$ cat config.mk
export PLATFORM = sky130hd
export DESIGN_NAME = bht_ctrl
export DESIGN_NICKNAME = d
export VERILOG_FILES = /design/src/rtl/bht_pkg.sv /design/src/rtl/two_bit_sat_counter.sv /design/src/rtl/bht_ctrl.sv
export SDC_FILE = /design/constraint.sdc
export NUM_CORES = 1
export LEC_CHECK = 0
export BUFFER_PORTS_ARGS = -buffer_cell sky130_fd_sc_hd__buf_2
export CORE_MARGIN = 1
export CORE_UTILIZATION = 53
export CTS_CLUSTER_DIAMETER = 150
export DETAILED_ROUTE_END_ITERATION = 12
export GPL_TIMING_DRIVEN = 0
export HOLD_SLACK_MARGIN = 0.03
export PLACE_DENSITY_LB_ADDON = 0.15
export SYNTH_ARGS = -nofsm -noshare
export SYNTH_HDL_FRONTEND = slang
export SYNTH_SLANG_ARGS = --single-unit
$ cat constraint.sdc
create_clock -name clk -period 2.9 [get_ports clk]
set_input_delay 0.145 -clock clk [delete_from_list [all_inputs] [get_ports clk]]
set_output_delay 0.145 -clock clk [all_outputs]
set_load 0.01 [all_outputs]
$ cat src/rtl/bht_pkg.sv
// bht_pkg: shared constants for the branch history table controller.
//   Counter encodings SNT/WNT/WT/ST, default sweep value, FSM state encodings.
package bht_pkg;
    localparam logic [1:0] SNT = 2'b00;
    localparam logic [1:0] WNT = 2'b01;
    localparam logic [1:0] WT  = 2'b10;
    localparam logic [1:0] ST  = 2'b11;

    localparam logic [1:0] DEF_INIT_VAL = WNT;

    localparam logic [0:0] ST_INIT = 1'b0;
    localparam logic [0:0] ST_RUN  = 1'b1;
endpackage

$ cat src/rtl/two_bit_sat_counter.sv
// two_bit_sat_counter: next-state of a 2-bit prediction counter.
//   count_i in 2 : current counter value
//   op      in 1 : 1 = prediction was correct, 0 = mispredicted
//   count   out 2: next counter value
module two_bit_sat_counter
    import bht_pkg::*;
(
    input  logic [1:0] count_i,
    input  logic       op,
    output logic [1:0] count
);
    // Correct pushes weak states to their strong side; a miss steps toward
    // the opposite half, so 01 and 10 bounce between each other.
    always_comb begin
        count = op ? ((count_i == WNT) ? SNT : (count_i == WT) ? ST : count_i)
                   : (count_i[1] ? count_i - 2'd1 : count_i + 2'd1);
    end
endmodule

$ cat src/rtl/bht_ctrl.sv
// bht_ctrl: branch history table of 2-bit counters with lookup and RMW update.
//   clk, rst_n (sync, active-low), flush_i restarts the init sweep.
//   lkp_valid_i/lkp_pc_i -> lkp_valid_o/lkp_taken_o one cycle later.
//   upd_valid_i/upd_pc_i/upd_correct_i, accepted when upd_ready_o is high.
//   busy_o high while the init sweep runs.
//   Define BHT_LKP_BYPASS_EN to let a lookup see a same-cycle matching write.
module bht_ctrl
    import bht_pkg::*;
#(
    parameter int unsigned ENTRIES  = 64,
    parameter logic [1:0]  INIT_VAL = DEF_INIT_VAL
) (
    input  logic        clk,
    input  logic        rst_n,
    input  logic        flush_i,
    input  logic        lkp_valid_i,
    input  logic [31:0] lkp_pc_i,
    output logic        lkp_valid_o,
    output logic        lkp_taken_o,
    input  logic        upd_valid_i,
    input  logic [31:0] upd_pc_i,
    input  logic        upd_correct_i,
    output logic        upd_ready_o,
    output logic        busy_o
);
    localparam int unsigned IDX_W = $clog2(ENTRIES);

    logic [1:0]       table_q [ENTRIES];
    logic [0:0]       state_q, state_d;
    logic [IDX_W-1:0] sweep_q, sweep_d;
    logic             lkp_valid_q, lkp_valid_d;
    logic             lkp_taken_q, lkp_taken_d;
    logic             s2_valid_q, s2_valid_d;
    logic [IDX_W-1:0] s2_idx_q, s2_idx_d;
    logic [1:0]       s2_old_q, s2_old_d;
    logic             s2_op_q, s2_op_d;

    logic             run;
    logic             s2_we;
    logic [IDX_W-1:0] lkp_idx, upd_idx;
    logic [1:0]       s2_next, s1_cnt, lkp_cnt;
    logic             unused_pc;

    assign unused_pc = ^{lkp_pc_i[31:IDX_W+2], lkp_pc_i[1:0],
                         upd_pc_i[31:IDX_W+2], upd_pc_i[1:0]};

    two_bit_sat_counter u_sat (
        .count_i (s2_old_q),
        .op      (s2_op_q),
        .count   (s2_next)
    );

    always_comb begin
        run     = (state_q == ST_RUN);
        lkp_idx = lkp_pc_i[IDX_W+1:2];
        upd_idx = upd_pc_i[IDX_W+1:2];
        // A flush discards the write still sitting in S2.
        s2_we   = s2_valid_q & ~flush_i;
        // Back-to-back updates to one entry must chain through the pending result.
        s1_cnt  = (s2_valid_q && s2_idx_q == upd_idx) ? s2_next : table_q[upd_idx];
`ifdef BHT_LKP_BYPASS_EN
        lkp_cnt = (s2_we && s2_idx_q == lkp_idx) ? s2_next : table_q[lkp_idx];
`else
        lkp_cnt = table_q[lkp_idx];
`endif
        state_d     = flush_i ? ST_INIT
                    : (!run && sweep_q == IDX_W'(ENTRIES - 1)) ? ST_RUN : state_q;
        sweep_d     = flush_i ? '0 : run ? sweep_q : sweep_q + IDX_W'(1);
        lkp_valid_d = lkp_valid_i & run;
        lkp_taken_d = lkp_valid_d ? lkp_cnt[1] : lkp_taken_q;
        s2_valid_d  = upd_valid_i & run & ~flush_i;
        s2_idx_d    = upd_idx;
        s2_old_d    = s1_cnt;
        s2_op_d     = upd_correct_i;
    end

    always_ff @(posedge clk) begin
        if (!rst_n) begin
            state_q     <= ST_INIT;
            sweep_q     <= '0;
            lkp_valid_q <= 1'b0;
            lkp_taken_q <= 1'b0;
            s2_valid_q  <= 1'b0;
            s2_idx_q    <= '0;
            s2_old_q    <= '0;
            s2_op_q     <= 1'b0;
        end else begin
            state_q     <= state_d;
            sweep_q     <= sweep_d;
            lkp_valid_q <= lkp_valid_d;
            lkp_taken_q <= lkp_taken_d;
            s2_valid_q  <= s2_valid_d;
            s2_idx_q    <= s2_idx_d;
            s2_old_q    <= s2_old_d;
            s2_op_q     <= s2_op_d;
        end
    end

    // No reset on the array; the sweep establishes every entry.
    always_ff @(posedge clk) begin
        if (!run)
            table_q[sweep_q] <= INIT_VAL;
        else if (s2_we)
            table_q[s2_idx_q] <= s2_next;
    end

    assign lkp_valid_o = lkp_valid_q;
    assign lkp_taken_o = lkp_taken_q;
    assign upd_ready_o = run;
    assign busy_o      = ~run;
endmodule

==> qor.yml <==
worst_setup_path:
  critPathKind: "reg2reg"
  crit_path_end_kind: "flip-flop"
  r2r_start: "upd_ready_o"
  rr_endpoint: "table_q[59][0]"
  crit_required_ns: 3.01
  arrival_ns: 2.55
  startpoint_type: "flip-flop"
  rr_worst_depth: 7
  cp_max_fo: 10
  regToRegSetupSlack_ns: 0.47
timing:
  fmax_mhz: 411
  min_period_ns: 2.43
  setup_slack_ns: 0.467
  worst_pin_slew_ns: 0.751
  fin_skew_ns: 0.00775
  setup_viol: 0
  final_max_slew_viol_count: 0
  grt_setup_unrepaired: "no"
  hold_viol_final: 0
  max_slew_margin: 0.500
  post-route-period-util: 0.839
clocking:
  cts_buffer_depth: 2
  clk_pin_slew_ns: 0.06
  clock_latency_ns: 0.42
  cts.root.buffer_cell: "clkbuf_16"
  cts_tree: "done"
  htree_levels: 4
  cts.sinks: 147
  post_cts_buffers: 0
  ctsResizeCount: 0
  cts_made_buffers: 17
synthesis:
  syn_nets: 526
  syn_area_um2: 6810
  synth_cell_type_count: 46
  syn_inst: 455
  synth_warnings: 0
  synth-seq-cells: 147
  synth_seq_area_share: 0.621
  syn_area_per_cell_um2: 15.0
floorplan:
  die_w_um: 115
  rows: 41
  coreArea_um2: 12600
  dieArea_um2: 13300
  pin_count: 74
  initial_utilization: 0.542
  die_h_um: 115
route:
  vias: 4148
  wl_per_cell_um: 22.5
  avgViaCountPerCell: 6.10
  routed_wl_um: 15300
  ant_nets: 0
  drc_errors: 0
  firstDrtPassIters: 5
  drtIter0Drc: 453
power_and_ir_drop:
  ir_worst_vdd_mv: 0.710
  leakagePower_nw: 2.72
  p_per_area_nw_per_um2: 609
layout:
  fill_cells: 932
  layout-drive-gt1-share: 0.220
  synthToLayoutAreaGrowth_pct: 14.5
  nNetsFinal: 566
  multi_input_area_um2: 2440
  design_area_um2: 7790
  n_antenna_cell: 0
  seq_area_um2: 4220
  finalNonFillerCells: 680
outcome:
  status: "finished clean"
global_routing:
  antenna_found_initial: 0
  grt_pass1_wl_um: 23100
  grt_max_degree: 41
  grt_pass1_vias: 4151
  grt_overflow: 0
  track_usage: 0.252
place:
  place.gp.congestion: 0.861
  dp_cells: 645
  io_buffer_count: 16
  dpl.hpwl_um: 10700
  placed_area_um2: 7160
  dpl_worst_slack_ns: 0.484
flow_run:
  cap_violations: 0
worst_hold_path:
  worstHoldStart: "rst_n"
  hold_depth: 2
  holdPathEnd: "lkp_valid_o"
  holdCritPathClass: "in2reg"
-- registers in the layout (all words and copies together) (netlist names) --
| signal | flops |
|---|---|
| lkp_taken_o | 1 |
| lkp_valid_o | 1 |
| s2_idx_q | 6 |
| s2_old_q | 2 |
| s2_op_q | 1 |
| s2_valid_q | 1 |
| sweep_q | 6 |
| table_q | 128 |
| upd_ready_o | 1 |
-- kinds of logic (layout without fill, tap and decap cells) --
| family | Yosys count | count (layout) | share of synthesized area |
|---|---|---|---|
| adder cells (fa/ha/maj) | 1 | 1 | 0.00184 |
| flip-flops | 147 | 147 | 0.621 |
| XOR/XNOR | 11 | 11 | 0.0142 |
| multiplexers | 69 | 69 | 0.197 |
| AND/OR/NAND/NOR | 162 | 162 | 0.104 |
| AO/OA/AOI/OAI | 37 | 37 | 0.0403 |
| buffers and inverters | 28 | 81 | 0.0224 |
-- cell type report --
type,count,share of cell area
buffer,24,0.0177
timing repair buffer,21,0.0202
inverter,4,0.00193
clock inverter,15,0.0231
clock buffer,17,0.0546
sequential,147,0.542
multi-input combinational,280,0.313
tap,172,0.0276
-- timing repair --
item / CTS / global route
hold buffers: 3 / 0
hold endpoints to repair: 3 / 0
endpoints found under the setup margin: 0 / 0
-- stage by stage --
| stage | TNS [ns] | util | power [mW] | hold WS [ns] |
|---|---|---|---|---|
| floorplan | 0 | - | 2.48 | 0.268 |
| global placement | -103.11 | 0.565 | 2.55 | 0.355 |
| detailed placement | 0 | 0.570 | 2.55 | 0.377 |
| CTS | 0 | 0.620 | 4.76 | 0.0390 |
| global route | 0 | 0.620 | 4.87 | 0.0640 |
| finish | 0 | 0.620 | 4.75 | 0.0488 |
-- Yosys cell counts (all sizes together) --
cell type  instances  area, µm²
dfxtp             19        380
nand2b             4       25.0
and2               7       43.8
o22ai              5       31.3
mux2i             11        110
a21o               1       7.51
inv                4       15.0
nand4              1       6.26
a211o              1       8.76
ha                 1       12.5
a21oi              4       20.0
edfxtp           128       3840
a22oi              2       15.0
nor4               1       6.26
or3                3       18.8
mux4              48       1110
nor2              80        300
xor2               6       52.6
xnor2              5       43.8
a31o               1       8.76
o31ai              4       30.0
and2b              1       7.51
mux2              10        113
o31a               1       8.76
o21ai              3       15.0
and3b              1       8.76
nor2b              7       43.8
a21bo              1       10.0
a311oi             2       17.5
o21a               3       22.5
nand2             38        143
a32o               2       20.0
a31oi              2       12.5
a2111o             1       11.3
nor3               1       5.00
o311ai             4       35.0
buf               13       96.3
nand3             13       65.1
clkbuf            11       41.3
nand3b             4       30.0
and3               1       6.26
-- worst max-delay path by stage --
| stage | from | endpoint | depth (start not counted) | slack, ns |
|---|---|---|---|---|
| after CTS | upd_ready_o | table_q[3][0] | 7 | 0.47 |
| after detailed placement | upd_ready_o | table_q[3][1] | 7 | 0.48 |
| final | upd_ready_o | table_q[59][0] | 7 | 0.47 |
| after global placement | upd_ready_o | table_q[36][1] | 3 | -1.50 |
| after global routing | upd_ready_o | table_q[3][0] | 7 | 0.25 |
| after floorplan | upd_ready_o | table_q[0][1] | 3 | 0.07 |
-- layout by cell type, fill, tap and decap left out, types with 3 or more instances in the layout --
cell type and instances:
inv_1 4, nand3_1 13, or3_1 3, nor2_1 79, o22ai_1 5, nor2b_1 7, dfxtp_1 19, clkbuf_16 17
mux2i_1 11, buf_2 23, o311ai_0 3, nand2b_1 4, mux4_1 9, bufinv_16 3, o21ai_0 3, o31ai_1 4
nand2_1 37, clkbuf_1 11, inv_6 3, a21oi_1 4, buf_6 3, nand3b_1 4, edfxtp_1 128, mux4_2 39
and2_1 7, xor2_1 6, dlygate4sd3_1 3, o21a_1 3, mux2_2 10, xnor2_1 5
-- worst max-delay path, cell delays in order, from the launching register on --
cell and delay [ns]:
dfxtp_1 0.40, and3b_1 0.18, clkbuf_1 0.23, clkbuf_1 0.39, nand3_1 0.15, o21ai_0 0.13, nand2_1 0.34, nor2_1 0.31
-- layer usage --
| metal | GRT usage | wire length (µm) |
|---|---|---|
| met5 | 0 | 0 |
| met4 | 0.106 | 465 |
| met3 | 0.0822 | 1140 |
| met2 | 0.390 | 7150 |
| met1 | 0.328 | 6570 |
-- power breakdown --
part	switching [mW]	internal (mW)	leakage (nW)
Sequential	0.0123	2.28	1.47
Combinational	0.120	0.102	0.964
Clock	0.873	1.36	0.293
Total	1.01	3.74	2.72
Power figures use the tool's default switching activity.
